### src/rtl/legv8_pkg.sv
// Shared LEGv8 definitions: request formats, opcodes, error codes and
// immediate range limits used by the decoder and the program loader.
package legv8_pkg;

  typedef enum logic [1:0] {
    FMT_LDUR = 2'b00,
    FMT_STUR = 2'b01,
    FMT_CBZ  = 2'b10,
    FMT_RSVD = 2'b11
  } fmt_e;

  typedef enum logic [1:0] {
    ST_IDLE = 2'b00,
    ST_RUN  = 2'b01,
    ST_DONE = 2'b10,
    ST_FULL = 2'b11
  } enc_state_e;

  localparam logic [10:0] OPC_LDUR = 11'b111_1100_0010;
  localparam logic [10:0] OPC_STUR = 11'b111_1100_0000;
  localparam logic [7:0]  OPC_CBZ  = 8'b1011_0100;

  localparam logic [1:0] ERR_NONE  = 2'b00;
  localparam logic [1:0] ERR_RANGE = 2'b01;
  localparam logic [1:0] ERR_ALIGN = 2'b10;
  localparam logic [1:0] ERR_FMT   = 2'b11;

  // D-format carries a 9-bit signed byte offset.
  localparam logic signed [63:0] D_IMM_MIN   = -64'sd256;
  localparam logic signed [63:0] D_IMM_MAX   = 64'sd255;
  // CBZ carries a 19-bit signed word offset, so byte offsets are multiples of 4.
  localparam logic signed [63:0] CBZ_IMM_MIN = -64'sd1048576;
  localparam logic signed [63:0] CBZ_IMM_MAX = 64'sd1048572;

endpackage

### src/rtl/instr_pack.sv
// Combinational packer: turns one symbolic request into a LEGv8 word and
// reports whether the immediate survives a round trip through signext.
module instr_pack
  import legv8_pkg::*;
(
  input  logic [1:0]         fmt,
  input  logic [4:0]         rt,
  input  logic [4:0]         rn,
  input  logic signed [63:0] imm,
  output logic [31:0]        word,
  output logic               ok,
  output logic [1:0]         code
);

  // Encode and range-check; fmt is checked first, then alignment, then range.
  always_comb begin
    word = '0;
    ok   = 1'b0;
    code = ERR_NONE;
    case (fmt)
      FMT_LDUR, FMT_STUR: begin
        word = {(fmt == FMT_LDUR) ? OPC_LDUR : OPC_STUR, imm[8:0], 2'b00, rn, rt};
        if (imm >= D_IMM_MIN && imm <= D_IMM_MAX) ok = 1'b1;
        else                                      code = ERR_RANGE;
      end
      FMT_CBZ: begin
        word = {OPC_CBZ, imm[20:2], rt};
        if (imm[1:0] != 2'b00)                              code = ERR_ALIGN;
        else if (imm >= CBZ_IMM_MIN && imm <= CBZ_IMM_MAX) ok = 1'b1;
        else                                                code = ERR_RANGE;
      end
      default: code = ERR_FMT;
    endcase
  end

endmodule

### src/rtl/instr_encoder.sv
// Program loader: accepts symbolic LDUR/STUR/CBZ requests, packs them and
// writes the words into instruction memory at an auto-incrementing address.
module instr_encoder
  import legv8_pkg::*;
#(
  parameter int ADDR_W = 6
) (
  input  logic                clk,
  input  logic                reset,
  input  logic                start,
  input  logic                in_valid,
  output logic                in_ready,
  input  logic [1:0]          in_fmt,
  input  logic [4:0]          in_rt,
  input  logic [4:0]          in_rn,
  input  logic signed [63:0]  in_imm,
  input  logic                in_last,
  output logic                imem_we,
  output logic [ADDR_W-1:0]   imem_addr,
  output logic [31:0]         imem_wdata,
  output logic                err,
  output logic [1:0]          err_code,
  output logic [7:0]          err_count,
  output logic [ADDR_W:0]     words,
  output logic                done,
  output logic                full
);

  function automatic logic [7:0] sat_inc8(input logic [7:0] v);
    return (v == 8'hFF) ? v : v + 8'd1;
  endfunction

  enc_state_e        state_q, state_d;
  logic              stall;
  logic              accept;
  logic              term;
  logic              last_slot;
  logic [ADDR_W-1:0] pend_addr;

  logic [31:0]       pk_word;
  logic              pk_ok;
  logic [1:0]        pk_code;

  logic              vld_p1;
  logic              err_p1;
  logic [31:0]       wdata_p1;
  logic [ADDR_W-1:0] addr_p1;
  logic [ADDR_W:0]   words_p1;
  logic [1:0]        code_p1;
  logic [7:0]        ecnt_p1;

  instr_pack u_pack (
    .fmt  (in_fmt),
    .rt   (in_rt),
    .rn   (in_rn),
    .imm  (in_imm),
    .word (pk_word),
    .ok   (pk_ok),
    .code (pk_code)
  );

  // The address a newly accepted beat will write, accounting for the
  // increment still pending from the write currently on the strobe.
  always_comb begin
    pend_addr = addr_p1 + (vld_p1 ? ADDR_W'(1) : '0);
    last_slot = (pend_addr == {ADDR_W{1'b1}});
    accept    = in_valid && in_ready;
    term      = accept && (in_last || (pk_ok && last_slot));
  end

  // State register.
  always_ff @(posedge clk) begin
    if (reset) state_q <= ST_IDLE;
    else       state_q <= state_d;
  end

  // Next state: start wins everywhere; last outranks the final address.
  always_comb begin
    state_d = state_q;
    if (start) begin
      state_d = ST_RUN;
    end else if (state_q == ST_RUN && accept) begin
      if (in_last)                state_d = ST_DONE;
      else if (pk_ok && last_slot) state_d = ST_FULL;
    end
  end

  // Stall flag blocks intake for the cycle after a terminal beat.
  always_ff @(posedge clk) begin
    if (reset || start) stall <= 1'b0;
    else                stall <= term;
  end

  // Stage p1: registered write/error strobe plus address and counters.
  always_ff @(posedge clk) begin
    if (reset) begin
      vld_p1   <= 1'b0;
      err_p1   <= 1'b0;
      wdata_p1 <= '0;
      addr_p1  <= '0;
      words_p1 <= '0;
      code_p1  <= ERR_NONE;
      ecnt_p1  <= '0;
    end else if (start) begin
      vld_p1   <= 1'b0;
      err_p1   <= 1'b0;
      addr_p1  <= '0;
      words_p1 <= '0;
      code_p1  <= ERR_NONE;
      ecnt_p1  <= '0;
    end else begin
      vld_p1 <= accept && pk_ok;
      err_p1 <= accept && !pk_ok;
      if (accept && pk_ok) wdata_p1 <= pk_word;
      if (vld_p1) begin
        words_p1 <= words_p1 + (ADDR_W+1)'(1);
        if (addr_p1 != {ADDR_W{1'b1}}) addr_p1 <= addr_p1 + ADDR_W'(1);
      end
      if (accept && !pk_ok) begin
        code_p1 <= pk_code;
        ecnt_p1 <= sat_inc8(ecnt_p1);
      end
    end
  end

  assign in_ready   = (state_q == ST_RUN) && !stall;
  assign imem_we    = vld_p1;
  assign imem_addr  = addr_p1;
  assign imem_wdata = wdata_p1;
  assign err        = err_p1;
  assign err_code   = code_p1;
  assign err_count  = ecnt_p1;
  assign words      = words_p1;
  assign done       = (state_q == ST_DONE);
  assign full       = (state_q == ST_FULL);

endmodule

### config.mk
export PLATFORM = sky130hd
export DESIGN_NAME = instr_encoder
export DESIGN_NICKNAME = d
export VERILOG_FILES = /design/src/rtl/legv8_pkg.sv /design/src/rtl/instr_pack.sv /design/src/rtl/instr_encoder.sv
export SDC_FILE = /design/constraint.sdc
export NUM_CORES = 1
export LEC_CHECK = 0
export CORE_MARGIN = 1.5
export CORE_UTILIZATION = 44
export CTS_BUF_LIST = sky130_fd_sc_hd__clkbuf_4
export DETAILED_ROUTE_END_ITERATION = 8
export GPL_TIMING_DRIVEN = 1
export PLACE_DENSITY = 0.94
export SYNTH_ARGS = -nofsm -noshare
export SYNTH_HDL_FRONTEND = slang
export SYNTH_SLANG_ARGS = --single-unit
export TNS_END_PERCENT = 20
### constraint.sdc
create_clock -name clk -period 3.3 [get_ports clk]
set_clock_uncertainty 0.1 [all_clocks]
set_input_delay 0.495 -clock clk [delete_from_list [all_inputs] [get_ports clk]]
set_output_delay 0.495 -clock clk [all_outputs]
set_load 0.02 [all_outputs]
==> results.txt, run 1 <==
The flow ran to the end, and the final reports show no timing, DRC or antenna violations. The via count of the first global-routing pass is 3,644, and the sequential share of the synthesized area is 33.42%. Counting along the longest clock path gives a buffer depth of 2.

The finished layout holds 615 standard cells, fillers aside. The total count of max-transition violations in the final report came out at 0. Among all flip-flop cells after synthesis, the most frequent one is sky130_fd_sc_hd__dfxtp_1. The number of sinks handled by clock tree synthesis was 55; the number of detailed-routing iterations run before antenna repair was 5. By area, the combinational part of the netlist is dominated by simple AND/OR/NAND/NOR gates. The wire-length estimate of the detail-placed layout is 8.248 mm. The post-layout utilization of the core was 65.15%. Counting cells, the worst reg-to-reg path comes to 5. Of the total synthesized cell area, the portion taken by AND, OR, NAND and NOR gates is 28.64%.

The capture instance of the worst register-to-register path is imem_wdata[18]$_SDFFE_PP0P_. Across the VDD grid, the largest voltage drop is 0.1312 mV. Buffers inserted to repair hold after CTS numbered 0.

The cell count after synthesis came out at 388. The buffer type at the clock tree root was sky130_fd_sc_hd__clkbuf_4. In the final layout, the multi-input gates occupy 1912 µm². Of the cells placed in the final design, the portion with a size suffix greater than 1 is 6.977%. The run gives 1101 µm² as the sequential cell area. Of all flip-flops after synthesis, the portion carrying an async set or reset was 0%. Setup repair after global routing left no endpoint under its margin. The startpoint identified for the worst register-to-register timing path is state_q[0]$_SDFFE_PP0P_. The run gives 0 as the final-report hold violation count. Setup violations remaining at the end of the flow were counted as 0. The leftover overflow at the end of global routing came out at 0. The synthesized design contains 55 register bits. Area fraction in compound gates after synthesis: 22.67%.

The global-route usage over all layers is 26.36%, and the number of antenna violations at the first check in global routing is 0. The tools report the number of max-capacitance violations reported as 0. In this run the count of I/O pins placed on the die edge is 141.

The die covers 8016 µm². The highest-delay cell along the critical path was sky130_fd_sc_hd__or4_4. Clock latency on the worst-skew pair, taken at its later pin, is 0.39 ns. Number of buffer and inverter instances along the worst setup path: 2. The height of the die is 89.53 µm, and the required time at the endpoint of the critical path is 3.48 ns. The run gives 4668 µm² as the cell area reported after detailed placement.

The total inserted antenna cells was 0; the critical-path maximum fanout was 20. Measured against its own limit, the worst slew margin works out to 27.59%. At the pin with the least slew margin, the transition time is 1.085 ns. The tools report the starting DRC count in detailed routing as 270. The area growth from synthesis to layout is 43.45%. The launch point of the critical path was in_imm[60]. The run gives 0 as the residual antenna-violating net count after detailed routing. For the reg-to-reg setup timing slack, the log shows 0.79 ns. The logs give 0 for the number of DRC violations after detailed routing and 0.9313 for the final RePlAce weighted congestion.

After filler insertion, the fill cell instance count of the layout stands at 616. The routed length per placed instance came out at 17.17 µm. The total number of placement rows came out at 31. The vias after detailed routing was 3,793. The final layout contains routed wiring with a total length of 10.56 mm. Worst min-delay path class: flip-flop to flip-flop. The logs give 5 for the total clock buffers created by CTS and 7253 µm² for the standard cell core area. Total negative slack: 0 ns.

TritonCTS built the clock tree. In this run the cell area of the synthesized design comes to 3294 µm². The classification of the worst setup path is input port to flip-flop.

The largest single stage delay on the critical path is 0.54 ns. The run gives 607 as the total placed cells including tap cells. STA puts the critical path data arrival time at 3.08 ns. The xor and xnor area share after synthesis is 2.393%. The run gives 45.42% as the starting density of the core. The total of cells resized after clock tree synthesis was 0; the total power after layout was 1.243 mW. The minimum clock period was 2.896 ns; the share of the clock period used by the worst path after layout was 87.74%.

The count of buffers added on input and output ports is 138. The critical path runs through a total of 8 cells. The signal on the critical path passes through clkdlybuf4s50_1 > nor4_1 > nand4_1 > or4_4 > a22o_2 > buf_4 > a41oi_1 > a211oi_1. After detailed routing, the number of vias per cell comes to 6.167.

The final cell area excluding filler cells is 4726 µm². For this run, the number of Yosys warnings is 0. In this run the number of H-tree levels came out at 2. Clock-pin slew was measured on the worst setup and hold paths at 0.16 ns.

The nature of the critical path endpoint is a flip-flop. The horizontal die dimension is 89.53 µm, and the number of enable flip-flop cells after synthesis is 0. The first global-routing pass estimated 16.63 mm of wire. For the fmax, the log shows 0.3454 GHz.

The tools report the total number of nets in the final design as 601. Entering global routing, the biggest net connects 30 pins. The cell type group with the largest total delay on the critical path was simple AND/OR/NAND/NOR gates. The nature of the critical path startpoint is an input port.

Measured against the total synthesized area, the mux share comes to 2.127%. The synthesized netlist contains 54 unique library cells. The average instance in the mapped netlist occupies 8.491 µm². Following the worst setup path forward leads to its endpoint at err_count[6]$_SDFFE_PP0P_.

The synthesized netlist devotes 1.899% of its cell area to adder and majority cells. The number of buffers added for setup after CTS is 0. The power per unit of standard cell area was 263.1 nW/µm²; the static leakage was 1.523 nW.
==> worst min-delay path by stage <==
stage | start | end | slack (ns) | depth (start not counted)
finish | imem_wdata[19]$_SDFFE_PP0P_ | imem_wdata[19]$_SDFFE_PP0P_ | 0.37 | 2
global route | imem_wdata[13]$_SDFFE_PP0P_ | imem_wdata[13]$_SDFFE_PP0P_ | 0.39 | 2
CTS | imem_wdata[19]$_SDFFE_PP0P_ | imem_wdata[19]$_SDFFE_PP0P_ | 0.37 | 2
detailed placement | imem_wdata[19]$_SDFFE_PP0P_ | imem_wdata[19]$_SDFFE_PP0P_ | 0.35 | 2
global placement | imem_wdata[6]$_SDFFE_PP0P_ | imem_wdata[6]$_SDFFE_PP0P_ | 0.35 | 2
floorplan | state_q[1]$_SDFFE_PP0P_ | state_q[1]$_SDFFE_PP0P_ | 0.37 | 2
==> cells by family after synthesis <==
family | count (synthesis)
multiplexers | 7
XOR/XNOR | 9
AND/OR/NAND/NOR | 170
adder cells (fa/ha/maj) | 5
flip-flops | 55
AO/OA/AOI/OAI | 92
buffers and inverters | 49
other | 1
==> flip-flops by register name, indices dropped and copies added (netlist names) <==
register / cells
err_count: 8
words: 7
err: 1
stall: 1
imem_wdata: 27
err_code: 2
state_q: 2
imem_we: 1
imem_addr: 6
==> tightest hold or removal path: cells and delay by family, from the launching register on <==
family,cells,cell delay [ns]
flops,1,0.34
buf+inv,1,0.05
compound gates,1,0.05
==> through the flow <==
stage / hold slack [ns] / worst slack, ns
floorplan: 0.3704 / 0.8315
global placement: 0.3454 / 0.1458
detailed placement: 0.3511 / 0.06437
CTS: 0.3749 / 0.4859
global route: 0.3902 / 0.2403
finish: 0.3720 / 0.4044
==> cells in the mapped netlist (all sizes together) (5+ instances only) <==
cell type | count | share of area, %
buf | 12 | 2.5
ha | 5 | 1.9
or3 | 6 | 1.1
mux2i | 7 | 2.1
a211oi | 30 | 7.0
nor4 | 24 | 4.6
nor2 | 23 | 2.6
o211ai | 6 | 1.4
nand3 | 22 | 3.3
a22o | 12 | 3.5
dfxtp | 55 | 33
nand2 | 21 | 2.4
nand4 | 37 | 7.0
o21ai | 5 | 1.1
nor3 | 8 | 1.2
nor2b | 8 | 1.5
xor2 | 5 | 1.3
inv | 20 | 2.3
clkbuf | 16 | 3.6
a2bb2oi | 6 | 1.6
a21oi | 9 | 1.4
==> cell usage in the layout (no fill, tap or decap), types with 3 or more instances in the layout <==
master and instances:
sky130_fd_sc_hd__nor2b_1 8, sky130_fd_sc_hd__o41ai_1 3, sky130_fd_sc_hd__dfxtp_1 55, sky130_fd_sc_hd__mux2i_1 7, sky130_fd_sc_hd__and3_1 3, sky130_fd_sc_hd__xnor2_1 4, sky130_fd_sc_hd__nor3_1 8, sky130_fd_sc_hd__a2bb2oi_1 6
sky130_fd_sc_hd__clkdlybuf4s50_1 138, sky130_fd_sc_hd__a22o_1 5, sky130_fd_sc_hd__nor4_1 24, sky130_fd_sc_hd__nor2_1 22, sky130_fd_sc_hd__clkbuf_4 6, sky130_fd_sc_hd__nand4_1 37, sky130_fd_sc_hd__a31o_2 3, sky130_fd_sc_hd__a22o_2 7
sky130_fd_sc_hd__nand3_1 22, sky130_fd_sc_hd__a211oi_1 29, sky130_fd_sc_hd__o21ai_0 4, sky130_fd_sc_hd__o211ai_1 6, sky130_fd_sc_hd__nor4b_1 3, sky130_fd_sc_hd__o311ai_0 3, sky130_fd_sc_hd__nand2_1 21, sky130_fd_sc_hd__ha_1 5
sky130_fd_sc_hd__buf_4 10, sky130_fd_sc_hd__or3_1 6, sky130_fd_sc_hd__and2_1 4, sky130_fd_sc_hd__a21oi_1 9, sky130_fd_sc_hd__inv_1 20, sky130_fd_sc_hd__o2bb2ai_1 4, sky130_fd_sc_hd__xor2_1 5, sky130_fd_sc_hd__a32o_1 4
==> power by group <==
| part | switching (mW) | leakage (nW) | total (mW) | internal (mW) |
|---|---|---|---|---|
| Sequential | 0.00556 | 0.444 | 0.678 | 0.672 |
| Clock | 0.213 | 0.0317 | 0.303 | 0.0909 |
| Combinational | 0.124 | 1.05 | 0.262 | 0.138 |
==> area by class of cell <==
class                           count  share of cell area (%)
Multi-Input combinational cell    285                   40.46
Clock buffer                        6                  0.9531
Tap cell                           99                   2.621
Timing Repair Buffer              148                   30.82
Inverter                           20                   1.589
Sequential cell                    55                   23.30
Clock inverter                      2                  0.2648
==> metal layers <==
| metal | vias up | global-route usage, % | share of wire, % |
|---|---|---|---|
| met1 | 1789 | 31.21 | 40 |
| li1 | 1767 | - | - |
| met4 | 0 | 11.61 | 2.9 |
| met3 | 35 | 5.171 | 7.9 |
| met2 | 202 | 46.14 | 49 |
| met5 | - | 0 | 0 |
No activity file was read; power rests on OpenSTA's default activity.
==> inputs of run 2 (changes only) <==
--- a/config.mk
+++ b/config.mk
@@ -14,4 +14,3 @@
 export SYNTH_ARGS = -nofsm -noshare
 export SYNTH_HDL_FRONTEND = slang
 export SYNTH_SLANG_ARGS = --single-unit
-export TNS_END_PERCENT = 20
==> results of run 2 <==
The final DEF is identical to that of run 1; final timing and power are the same.
==> inputs of run 3 (changes only) <==
--- a/config.mk
+++ b/config.mk
@@ -8,9 +8,12 @@
 export CORE_MARGIN = 1.5
 export CORE_UTILIZATION = 44
 export CTS_BUF_LIST = sky130_fd_sc_hd__clkbuf_4
+export CTS_CLUSTER_DIAMETER = 120
 export DETAILED_ROUTE_END_ITERATION = 8
 export GPL_TIMING_DRIVEN = 1
+export MAX_ROUTING_LAYER = met4
 export PLACE_DENSITY = 0.94
+export SLEW_MARGIN = 0
 export SYNTH_ARGS = -nofsm -noshare
 export SYNTH_HDL_FRONTEND = slang
 export SYNTH_SLANG_ARGS = --single-unit
==> run 3 against run 2 <==
Core utilization increased by 0.38 points; sequential cell count unchanged; combinational power about the same; via count decreased by 0.76%; register-to-register slack improved by 0.03 ns; wire length increased by 1.9%; worst setup slack improved by 0.022 ns; final cell count unchanged; cell area increased by 0.58%; clock power increased by 27%; first-iteration DRC count increased by 6.3%; largest cell class unchanged; highest routed layer unchanged.
==> results.txt, run 3 (synthesized netlist as in run 1, its figures left out) <==
The tools report the CTS H-tree depth as 2. In this run the tightest slew margin relative to its limit is 24.33%. The register with the most flip-flops in the layout has 27 of them. Buffers inserted to repair hold after CTS numbered 0.

Global routing used 28.06% of the available tracks across all layers. The commonest non-fill, non-tap cell in the layout is sky130_fd_sc_hd__clkdlybuf4s50_1. For this run, the number of standard cells in the final layout without fillers is 615. Combinational logic is responsible for 19.7% of the overall power. The longest clock path from root to sink contains 2 buffers. The number of placed instances, taps included, is 607.

Setup repair after global routing left no endpoint under its margin. The largest individual stage delay along the critical path comes from the cell sky130_fd_sc_hd__nor2_2. The residual antenna-violating net count after detailed routing was 0; the final RePlAce weighted congestion was 0.9380. In this design, the stage delay of the slowest critical-path cell is 0.87 ns.

For the cell area reported after detailed placement, the log shows 4668 µm². The pin slew with the least headroom to its limit is 1.134 ns, and the net switching power is 0.3487 mW. The tools report the post-layout utilization of the core as 65.53%.

Across the VDD grid, the largest voltage drop is 0.1553 mV. By startpoint and endpoint, the worst setup path is classified as input port to flip-flop. The layout overhead on the synthesized area is 44.28%.

Data on the critical path arrives at its endpoint at 3.07 ns. The standard cell core area came out at 7253 µm². OpenSTA, run right after detailed placement, puts the worst setup slack at 0.08805 ns. For the clock network latency to the later pin of the worst-skew pair, the log shows 0.38 ns.

The total number of nets in the final design is 601. The post-route netlist has 6.977% of its cells at a drive strength greater than 1. Of the total power, the share spent switching nets is 26.36%. After the first detailed-routing iteration, the DRC count stood at 287. After clock tree synthesis, the repair step resized 0 gates. For the final cell area excluding filler cells, the log shows 4753 µm². Total inserted antenna cells: 0.

Clock tree synthesis selected as its root buffer the cell sky130_fd_sc_hd__clkbuf_4. The total wire length was 10.76 mm. The flow ran to the end, and the final reports show no timing, DRC or antenna violations. TritonCTS built the clock tree. The number of setup buffers added after CTS is 0.

The final-report hold violation count came out at 0. The first detailed-routing pass ran for 5 iterations. The number of antenna violations at the first check in global routing came out at 0. The minimum clock period was 2.874 ns. The share of total power dissipated in the clock network is 29.0%. The area of the die is 8016 µm², and the detailed placer's ending HPWL is 8.415 mm. The nature of the critical path endpoint was a flip-flop. 141 I/O pins were placed. The first global-routing pass estimated 17.16 mm of wire. Dividing total power by cell area gives a power density of 278.3 nW/µm². The tools report the nature of the critical path startpoint as an input port. The largest net degree at the start of global routing is 30. The min-delay analysis places its worst path in the category flip-flop to flip-flop. The total count of max-transition violations in the final report was 0; the share of the clock period used by the worst path after layout was 87.09%. The number of max-capacitance violations reported was 0; the required time at the endpoint of the critical path was 3.49 ns. The vias per cell came out at 6.120. Traced cell by cell, the critical path runs through clkdlybuf4s50_1 > inv_1 > and3_1 > nor4b_1 > buf_4 > nor2_2 > a211oi_2 > a32o_1. The routed length per placed instance was 17.49 µm; the total clock buffers created by CTS was 5. Buffers placed on the I/O ports in this run total 138. Summed over all failing endpoints, the final setup total negative slack is 0 ns. The number of DRC violations after detailed routing is 0, and the number of setup violations in the final report is 0. Of all nets on the critical path, the largest fanout is 29. For this configuration, the core starts out at a cell density of 45.42%. After clock tree synthesis, the clock-pin slew on the worst setup and hold paths is 0.16 ns.

In this run the core area contains 31 standard-cell rows. The leftover overflow at the end of global routing was 0; the height of the die was 89.53 µm. The tools report the number of sinks handled by clock tree synthesis as 55. The tools report the fmax as 0.3480 GHz.

In the post-route analysis, the smallest setup slack over all paths is 0.4261 ns. In the layout the commonest cells are 138 x sky130_fd_sc_hd__clkdlybuf4s50_1, 55 x sky130_fd_sc_hd__dfxtp_1, 37 x sky130_fd_sc_hd__nand4_1. The cell-internal power came out at 0.9743 mW.

The routed layout has 3,764 vias. The horizontal die dimension works out to 89.53 µm. The logs give 1.537 nW for the static leakage and 3,682 for the via count of the first global-routing pass. The tools report the register share of total power as 51.3%.
-- run 3: changes by cell type in the layout (fill, tap and decap cells not counted) --
cell / previous run / this run
sky130_fd_sc_hd__clkinvlp_4: 1 / 0
sky130_fd_sc_hd__clkinv_2: 1 / 0
sky130_fd_sc_hd__clkbuf_4: 6 / 5
sky130_fd_sc_hd__inv_6: 0 / 1
sky130_fd_sc_hd__clkinv_4: 0 / 1
sky130_fd_sc_hd__bufinv_16: 0 / 1
-- run 3: through the flow --
step           power [mW]  hold slack [ns]
2_1_floorplan      0.7885           0.3704
3_3_place_gp       0.9431           0.3454
3_5_place_dp       0.9484           0.3467
4_1_cts             1.326           0.3714
5_1_grt             1.382           0.3882
6_report            1.323           0.3728
-- run 3: worst max-delay path: cells and delay by family --
family / cells / cell delay [ns]
AOI/OAI and AO/OA: 2 / 0.52
buffers and inverters: 3 / 0.83
and+or+nand+nor: 3 / 1.21
-- run 3: metal layers --
metal	up-vias	track usage, %	wire (µm)
met5	-	-	0
met3	28	4.894	661
li1	1764	-	-
met1	1796	32.17	4375
met4	0	11.05	267
met2	176	48.53	5455
-- run 3: final timing paths --
path,startpoint,endpoint,slack [ns],cells past startpoint
setup / recovery,in_fmt[0],imem_wdata[21]$_SDFFE_PP0P_,0.43,8
hold / removal,imem_wdata[20]$_SDFFE_PP0P_,imem_wdata[20]$_SDFFE_PP0P_,0.37,2
setup reg to reg,state_q[0]$_SDFFE_PP0P_,imem_wdata[30]$_SDFFE_PP0P_,0.82,6
hold reg to reg,imem_wdata[20]$_SDFFE_PP0P_,imem_wdata[20]$_SDFFE_PP0P_,0.37,2
-- run 3: power by group through the flow --
stage          clock [mW]  sequential [mW]  combinational, mW
6_report            0.384            0.679              0.261
5_1_grt             0.425            0.680              0.277
4_1_cts             0.390            0.678              0.257
3_5_place_dp            0            0.692              0.256
3_3_place_gp            0            0.692              0.251
2_1_floorplan           0            0.699             0.0893
-- run 3: cell type report --
| class | count | area, µm² |
|---|---|---|
| Clock buffer | 5 | 37.54 |
| Clock inverter | 3 | 47.55 |
| Fill cell | 604 | 2500 |
| Inverter | 20 | 75.07 |
| Multi-Input combinational cell | 285 | 1912 |
| Sequential cell | 55 | 1101 |
| Tap cell | 99 | 123.9 |
| Timing Repair Buffer | 148 | 1456 |
